<file path="config.mk">
export PLATFORM = sky130hd
export DESIGN_NAME = goodness_scheduler
export DESIGN_NICKNAME = d
export VERILOG_FILES = /design/src/rtl/ff_pkg.sv /design/src/rtl/rr_arbiter.sv /design/src/rtl/goodness_scheduler.sv
export SDC_FILE = /design/constraint.sdc
export NUM_CORES = 1
export LEC_CHECK = 0
export BUFFER_PORTS_ARGS = -buffer_cell sky130_fd_sc_hd__buf_2
export CORE_MARGIN = 5
export CORE_UTILIZATION = 50
export DETAILED_ROUTE_END_ITERATION = 16
export PLACE_DENSITY_LB_ADDON = 0.05
export SLEW_MARGIN = 20
export SYNTH_ARGS = -nofsm -noshare
export SYNTH_HDL_FRONTEND = slang
export SYNTH_HIERARCHICAL = 1
export SYNTH_SLANG_ARGS = --single-unit
</file>
<file path="constraint.sdc">
create_clock -name clk -period 6.97 [get_ports clk]
set_input_delay 0.3485 -clock clk [delete_from_list [all_inputs] [get_ports clk]]
set_output_delay 0.3485 -clock clk [all_outputs]
set_load 0.005 [all_outputs]
</file>
<file path="src/rtl/ff_pkg.sv">
// ff_pkg: shared types and constants for the forward-forward goodness scheduler.
//   state_t      - scheduler FSM states
//   Q_MAX/Q_MIN  - Q16.16 saturation limits applied to the pos-minus-neg delta
package ff_pkg;

    typedef enum logic [1:0] {
        IDLE,
        START,
        WAIT,
        CAPTURE
    } state_t;

    localparam int unsigned       Q_WIDTH = 32;
    localparam logic [Q_WIDTH-1:0] Q_MAX  = 32'h7FFF_FFFF;
    localparam logic [Q_WIDTH-1:0] Q_MIN  = 32'h8000_0000;

endpackage

</file>
<file path="src/rtl/rr_arbiter.sv">
// rr_arbiter: combinational round-robin picker.
//   req        in  N      request vector
//   last_grant in  IDX_W  most recently granted index; search starts one above it
//   grant      out N      one-hot winner (all zero when req is zero)
//   grant_idx  out IDX_W  binary index of the winner
module rr_arbiter #(
    parameter int unsigned N     = 4,
    parameter int unsigned IDX_W = 2
) (
    input  logic [N-1:0]     req,
    input  logic [IDX_W-1:0] last_grant,
    output logic [N-1:0]     grant,
    output logic [IDX_W-1:0] grant_idx
);

    logic        found;
    int unsigned cand;

    always_comb begin
        grant     = '0;
        grant_idx = '0;
        found     = 1'b0;
        cand      = 0;
        for (int unsigned i = 1; i <= N; i++) begin
            cand = (32'(last_grant) + i) % N;
            if (!found && req[cand]) begin
                found       = 1'b1;
                grant[cand] = 1'b1;
                grant_idx   = IDX_W'(cand);
            end
        end
    end

endmodule

</file>
<file path="src/rtl/goodness_scheduler.sv">
// goodness_scheduler: shares one goodness engine among NUM_LAYERS layer requesters.
//   clk, rst_n                 clock, async active-low reset
//   req, req_neg               per-layer request (held until ack) and pass polarity (1 = negative)
//   ack                        one-cycle completion pulse to the granted layer
//   eng_start, eng_sel         engine start pulse and activation-buffer select
//   eng_done, eng_goodness     engine completion pulse and Q16.16 result
//   res_*                      per-pass result, res_valid is a one-cycle pulse
//   delta_*                    saturated pos-minus-neg goodness once both polarities are held
//   timeout_err, err_clr       sticky engine-timeout flag and its clear
// DATA_WIDTH is expected to be the 32-bit Q16.16 width of the package limits.
module goodness_scheduler
    import ff_pkg::*;
#(
    parameter int unsigned NUM_LAYERS = 4,
    parameter int unsigned DATA_WIDTH = 32,
    parameter int unsigned WAIT_LIMIT = 264
) (
    input  logic                          clk,
    input  logic                          rst_n,
    input  logic [NUM_LAYERS-1:0]         req,
    input  logic [NUM_LAYERS-1:0]         req_neg,
    output logic [NUM_LAYERS-1:0]         ack,
    output logic                          eng_start,
    output logic [$clog2(NUM_LAYERS)-1:0] eng_sel,
    input  logic                          eng_done,
    input  logic [DATA_WIDTH-1:0]         eng_goodness,
    output logic                          res_valid,
    output logic [$clog2(NUM_LAYERS)-1:0] res_layer,
    output logic                          res_neg,
    output logic [DATA_WIDTH-1:0]         res_goodness,
    output logic                          delta_valid,
    output logic [$clog2(NUM_LAYERS)-1:0] delta_layer,
    output logic [DATA_WIDTH-1:0]         delta,
    output logic                          timeout_err,
    input  logic                          err_clr
);

    localparam int unsigned IDX_W = $clog2(NUM_LAYERS);
    localparam int unsigned CNT_W = $clog2(WAIT_LIMIT + 1);

    state_t                  state, state_nxt;
    logic [IDX_W-1:0]        last_grant, gnt_idx, arb_idx;
    logic [NUM_LAYERS-1:0]   gnt_oh, arb_oh;
    logic                    gnt_neg, timed_out, wait_hit;
    logic [CNT_W-1:0]        wait_cnt;
    logic [DATA_WIDTH-1:0]   cap_val;
    logic [NUM_LAYERS-1:0]   pos_have, neg_have;
    logic [DATA_WIDTH-1:0]   pos_val [NUM_LAYERS];
    logic [DATA_WIDTH-1:0]   neg_val [NUM_LAYERS];
    logic [DATA_WIDTH-1:0]   cur_pos, cur_neg, delta_sat;
    logic signed [DATA_WIDTH:0] diff;
    logic                    other_have;

    rr_arbiter #(.N(NUM_LAYERS), .IDX_W(IDX_W)) u_arb (
        .req        (req),
        .last_grant (last_grant),
        .grant      (arb_oh),
        .grant_idx  (arb_idx)
    );

    assign wait_hit = (wait_cnt == CNT_W'(WAIT_LIMIT - 1));

    always_ff @(posedge clk or negedge rst_n) begin
        if (!rst_n) state <= IDLE;
        else        state <= state_nxt;
    end

    always_comb begin
        state_nxt = state;
        unique case (state)
            IDLE:    if (|req) state_nxt = START;
            START:   state_nxt = WAIT;
            WAIT:    if (eng_done || wait_hit) state_nxt = CAPTURE;
            CAPTURE: state_nxt = IDLE;
            default: state_nxt = IDLE;
        endcase
    end

    // A timeout also routes through CAPTURE so the ack lands while the FSM
    // still ignores req, preventing an immediate re-grant of the held request.
    always_ff @(posedge clk or negedge rst_n) begin
        if (!rst_n) begin
            last_grant <= IDX_W'(NUM_LAYERS - 1);
            gnt_idx    <= '0;
            gnt_oh     <= '0;
            gnt_neg    <= 1'b0;
            timed_out  <= 1'b0;
            wait_cnt   <= '0;
            cap_val    <= '0;
            pos_have   <= '0;
            neg_have   <= '0;
            for (int unsigned i = 0; i < NUM_LAYERS; i++) begin
                pos_val[i] <= '0;
                neg_val[i] <= '0;
            end
        end else begin
            unique case (state)
                IDLE: if (|req) begin
                    gnt_idx    <= arb_idx;
                    gnt_oh     <= arb_oh;
                    gnt_neg    <= req_neg[arb_idx];
                    last_grant <= arb_idx;
                end
                START: begin
                    wait_cnt  <= '0;
                    timed_out <= 1'b0;
                end
                WAIT: begin
                    if (eng_done)      cap_val   <= eng_goodness;
                    else if (wait_hit) timed_out <= 1'b1;
                    else               wait_cnt  <= wait_cnt + CNT_W'(1);
                end
                CAPTURE: if (!timed_out) begin
                    if (gnt_neg) neg_val[gnt_idx] <= cap_val;
                    else         pos_val[gnt_idx] <= cap_val;
                    if (other_have) begin
                        pos_have[gnt_idx] <= 1'b0;
                        neg_have[gnt_idx] <= 1'b0;
                    end else if (gnt_neg) begin
                        neg_have[gnt_idx] <= 1'b1;
                    end else begin
                        pos_have[gnt_idx] <= 1'b1;
                    end
                end
                default: ;
            endcase
        end
    end

    // A timeout in the same cycle as err_clr wins.
    always_ff @(posedge clk or negedge rst_n) begin
        if (!rst_n)                                      timeout_err <= 1'b0;
        else if (state == WAIT && !eng_done && wait_hit) timeout_err <= 1'b1;
        else if (err_clr)                                timeout_err <= 1'b0;
    end

    // Delta uses the freshly captured value in place of its stored polarity.
    always_comb begin
        other_have = gnt_neg ? pos_have[gnt_idx] : neg_have[gnt_idx];
        cur_pos    = gnt_neg ? pos_val[gnt_idx] : cap_val;
        cur_neg    = gnt_neg ? cap_val : neg_val[gnt_idx];
        diff       = $signed({cur_pos[DATA_WIDTH-1], cur_pos}) - $signed({cur_neg[DATA_WIDTH-1], cur_neg});
        if (diff[DATA_WIDTH] != diff[DATA_WIDTH-1])
            delta_sat = diff[DATA_WIDTH] ? DATA_WIDTH'(Q_MIN) : DATA_WIDTH'(Q_MAX);
        else
            delta_sat = diff[DATA_WIDTH-1:0];
    end

    always_comb begin
        ack          = '0;
        res_valid    = 1'b0;
        res_layer    = '0;
        res_neg      = 1'b0;
        res_goodness = '0;
        delta_valid  = 1'b0;
        delta_layer  = '0;
        delta        = '0;
        eng_start    = (state == START);
        eng_sel      = gnt_idx;
        if (state == CAPTURE) begin
            ack = gnt_oh;
            if (!timed_out) begin
                res_valid    = 1'b1;
                res_layer    = gnt_idx;
                res_neg      = gnt_neg;
                res_goodness = cap_val;
                if (other_have) begin
                    delta_valid = 1'b1;
                    delta_layer = gnt_idx;
                    delta       = delta_sat;
                end
            end
        end
    end

endmodule

</file>
==> flow_metrics.tcl <==
set metrics [dict create \
    ctsResizeCount 0 \
    tightest_slew_ps 1120 \
    slew_viol_final 0 \
    clkSlewWorstSetupHoldPaths_ps 60 \
    yosysSeqAreaShare_pct 46.45 \
    async_flop_share_pct 100.0 \
    synth_top_family_by_area "multiplexers" \
    synthMuxAreaShare_pct 33.13 \
    ios 123 \
    drc_errors 0 \
    via_count 10767 \
    grt.total_usage_pct 20.71 \
    wl_met1_mm 18.79 \
    area.sequential_um2 7971 \
    synthesis.nets 1409 \
    area_growth_pct 12.97 \
    min_period_over_period_pct 89.81 \
    crit_slowest_cell "dfrtp_4" \
    cts_tree "built" \
    hpwl_mm 25.36 \
    syn_inst 1318 \
    finalHoldViolations 0 \
    r2r_setup_slack_ps 3640 \
    whs_ps 57.30 \
    nNetsFinal 1481 \
    synth_ff_type "dfrtp_1" \
    grt_first_pass_wirelength_mm 64.03 \
    path_class "flop to primary output" \
    max-slew-margin-rel_pct 25.06 \
    synth_compound_area_share_pct 6.754 \
    r2r-start "gnt_neg" \
    wl_per_cell_um 21.30 \
    routed.top_layer "met4" \
    reg2reg_depth 5 \
    coreArea_um2 33700 \
    drtPass1Iterations 4 \
    layout-drive-gt1-share_pct 44.71 \
    start_util_pct 50.85 \
    multi_input_area_um2 8700 \
    synthAdderAreaFrac_pct 3.475 \
    synth-seq-cells 318 \
    dr_wl_met2_mm 18.74 \
    setup_viol 0 \
    cts-buffers-inserted 38 \
    synth_area_um2 17140 \
    r2r-end "neg_val[16]" \
    crit_family "compound AO/OA/AOI/OAI gates" \
    critPathLaunchType "flop" \
    fin_cells 1866 \
    cp-end-kind "primary output" \
    gp_congestion 0.8228 \
    hp-start "eng_goodness[23]" \
    wl_met3_mm 1.348 \
    antenna_found_initial 0 \
    hold_class "input port to flop" \
    cts.sinks 318 \
    via_per_inst 5.770 \
    routed_wirelength_mm 39.75 \
    worst_ep_required_time_ps 6620 \
    cp_cell_sequence "buf_4 -> mux4_2 -> mux2_2 -> ha_1 -> and4_1 -> and2_1 -> a22o_1 -> o22ai_1 -> a31o_1 -> o21ai_2 -> o211a_1 -> o21ai_2 -> buf_4 -> o21ai_0 -> buf_2" \
    grt_max_degree 154 \
    layout_commonest_cell "mux2_2" \
    nFillCells 2864 \
    synth.avg_cell_area_um2 13.00 \
    max_stage_delay_ps 740 \
    insertion_delay_ps 520 \
    hold_path_depth 2 \
    synth_xor_area_share_pct 1.636 \
    htree_levels 2 \
    dieArea_um2 38080 \
    fin_crit_ps 6260 \
    placementRows 67 \
    ys_warn_count 6 \
    rsz0062_at_grt "false" \
    place_inst 1797 \
    synth_edf_count 0 \
    fmax_ghz 0.1597 \
    crit_buf_inv 3 \
    mostFrequentLayoutCells "mux2_2 (336), dfrtp_1 (313), buf_2 (121), mux4_2 (68), o21ai_0 (50)" \
    n_antenna_cell 0 \
    maxCapViolCount 0 \
    die_h_um 195.1 \
    cts-root-buf "clkbuf_16" \
    hold_end "cap_val[23]" \
    cp_max_fo 30 \
    clock_path_buffers 3 \
    initialDrtViolationCount 515 \
    portBuffers 122 \
    tns_ps 0 \
    grt_overflow 0 \
    arrival_ps 5910 \
    netlist-cell-type-count 71 \
    status "complete, no violations" \
    synthSimpleGateAreaFrac_pct 5.513 \
    die_w_um 195.1 \
    grt_pass1_vias 11254 \
    ant_nets 0 \
    fin_skew_ps 8.831 \
]
==> cell usage after synthesis, types with 17 or more instances <==
cell type,instances,area [µm²]
mux2_2,336,3784
dfrtp_1,316,7908
clkbuf_1,72,270.3
mux4_2,68,1531
o21ai_0,51,255.2
ha_1,46,575.6
and2_1,43,269.0
nand2_1,40,150.1
nor2_1,39,146.4
a21oi_1,37,185.2
mux2i_1,34,340.3
buf_1,23,86.33
inv_1,19,71.32
xor2_1,17,148.9
==> worst register-to-register path, stage by stage, from the launching register on <==
cell and delay, ps:
dfrtp_4 840, buf_4 570, nand2_1 350, nor2_4 590
buf_4 470, mux2_2 400
==> sequential cells by signal, summed over array words and instances, names as in the netlist, 2 cells and up, named ones only <==
| name | flops |
|---|---|
| pos_val | 128 |
| state | 2 |
| eng_sel | 2 |
| neg_val | 128 |
| gnt_oh | 4 |
| wait_cnt | 9 |
| cap_val | 32 |
| last_grant | 2 |
==> what timing repair did <==
action                                 CTS  global route
endpoints found under the hold margin   87             0
hold buffers                             1             0
setup buffers                            0             0
==> stage by stage <==
step	setup slack, ps	utilization [%]	cell area [µm²]
2_1_floorplan	1881	-	17140
3_3_place_gp	1122	53.58	18050
3_5_place_dp	1059	53.58	18050
4_1_cts	491.0	57.44	19360
5_1_grt	326.7	57.45	19360
6_report	710.2	57.45	19360
==> area by class of cell <==
type	instances	area share, %
well taps	448	2.895
inverters	19	0.3684
multi-input cells	874	44.94
flip-flops and latches	318	41.18
repair buffers	139	3.942
clock buffers	60	6.185
clock inverters	8	0.4976
==> layer usage <==
layer	up-vias	track usage [%]
met4	0	5.146
met5	-	0
li1	4995	-
met2	171	33.63
met1	5542	29.74
met3	59	2.930
==> logic make-up after synthesis <==
family / Yosys count
adders and majority gates: 47
muxes: 440
AOI/OAI and AO/OA: 172
and+or+nand+nor: 183
buffers and inverters: 126
xor gates and xnor gates: 32
DFF: 318
==> how the worst max path moves through the flow <==
| stage | from | to | cells after the start |
|---|---|---|---|
| 2_1_floorplan | eng_sel[0] | delta[11] | 17 |
| 3_3_place_gp | eng_sel[0] | delta[0] | 14 |
| 3_5_place_dp | eng_sel[0] | delta[0] | 14 |
| 4_1_cts | eng_sel[0] | delta[0] | 14 |
| 5_1_grt | eng_sel[0] | delta[0] | 15 |
| 6_report | eng_sel[0] | delta[0] | 15 |
Power is not shown: default switching activity piles up to over one toggle a cycle in this logic, so the estimate is an artifact.
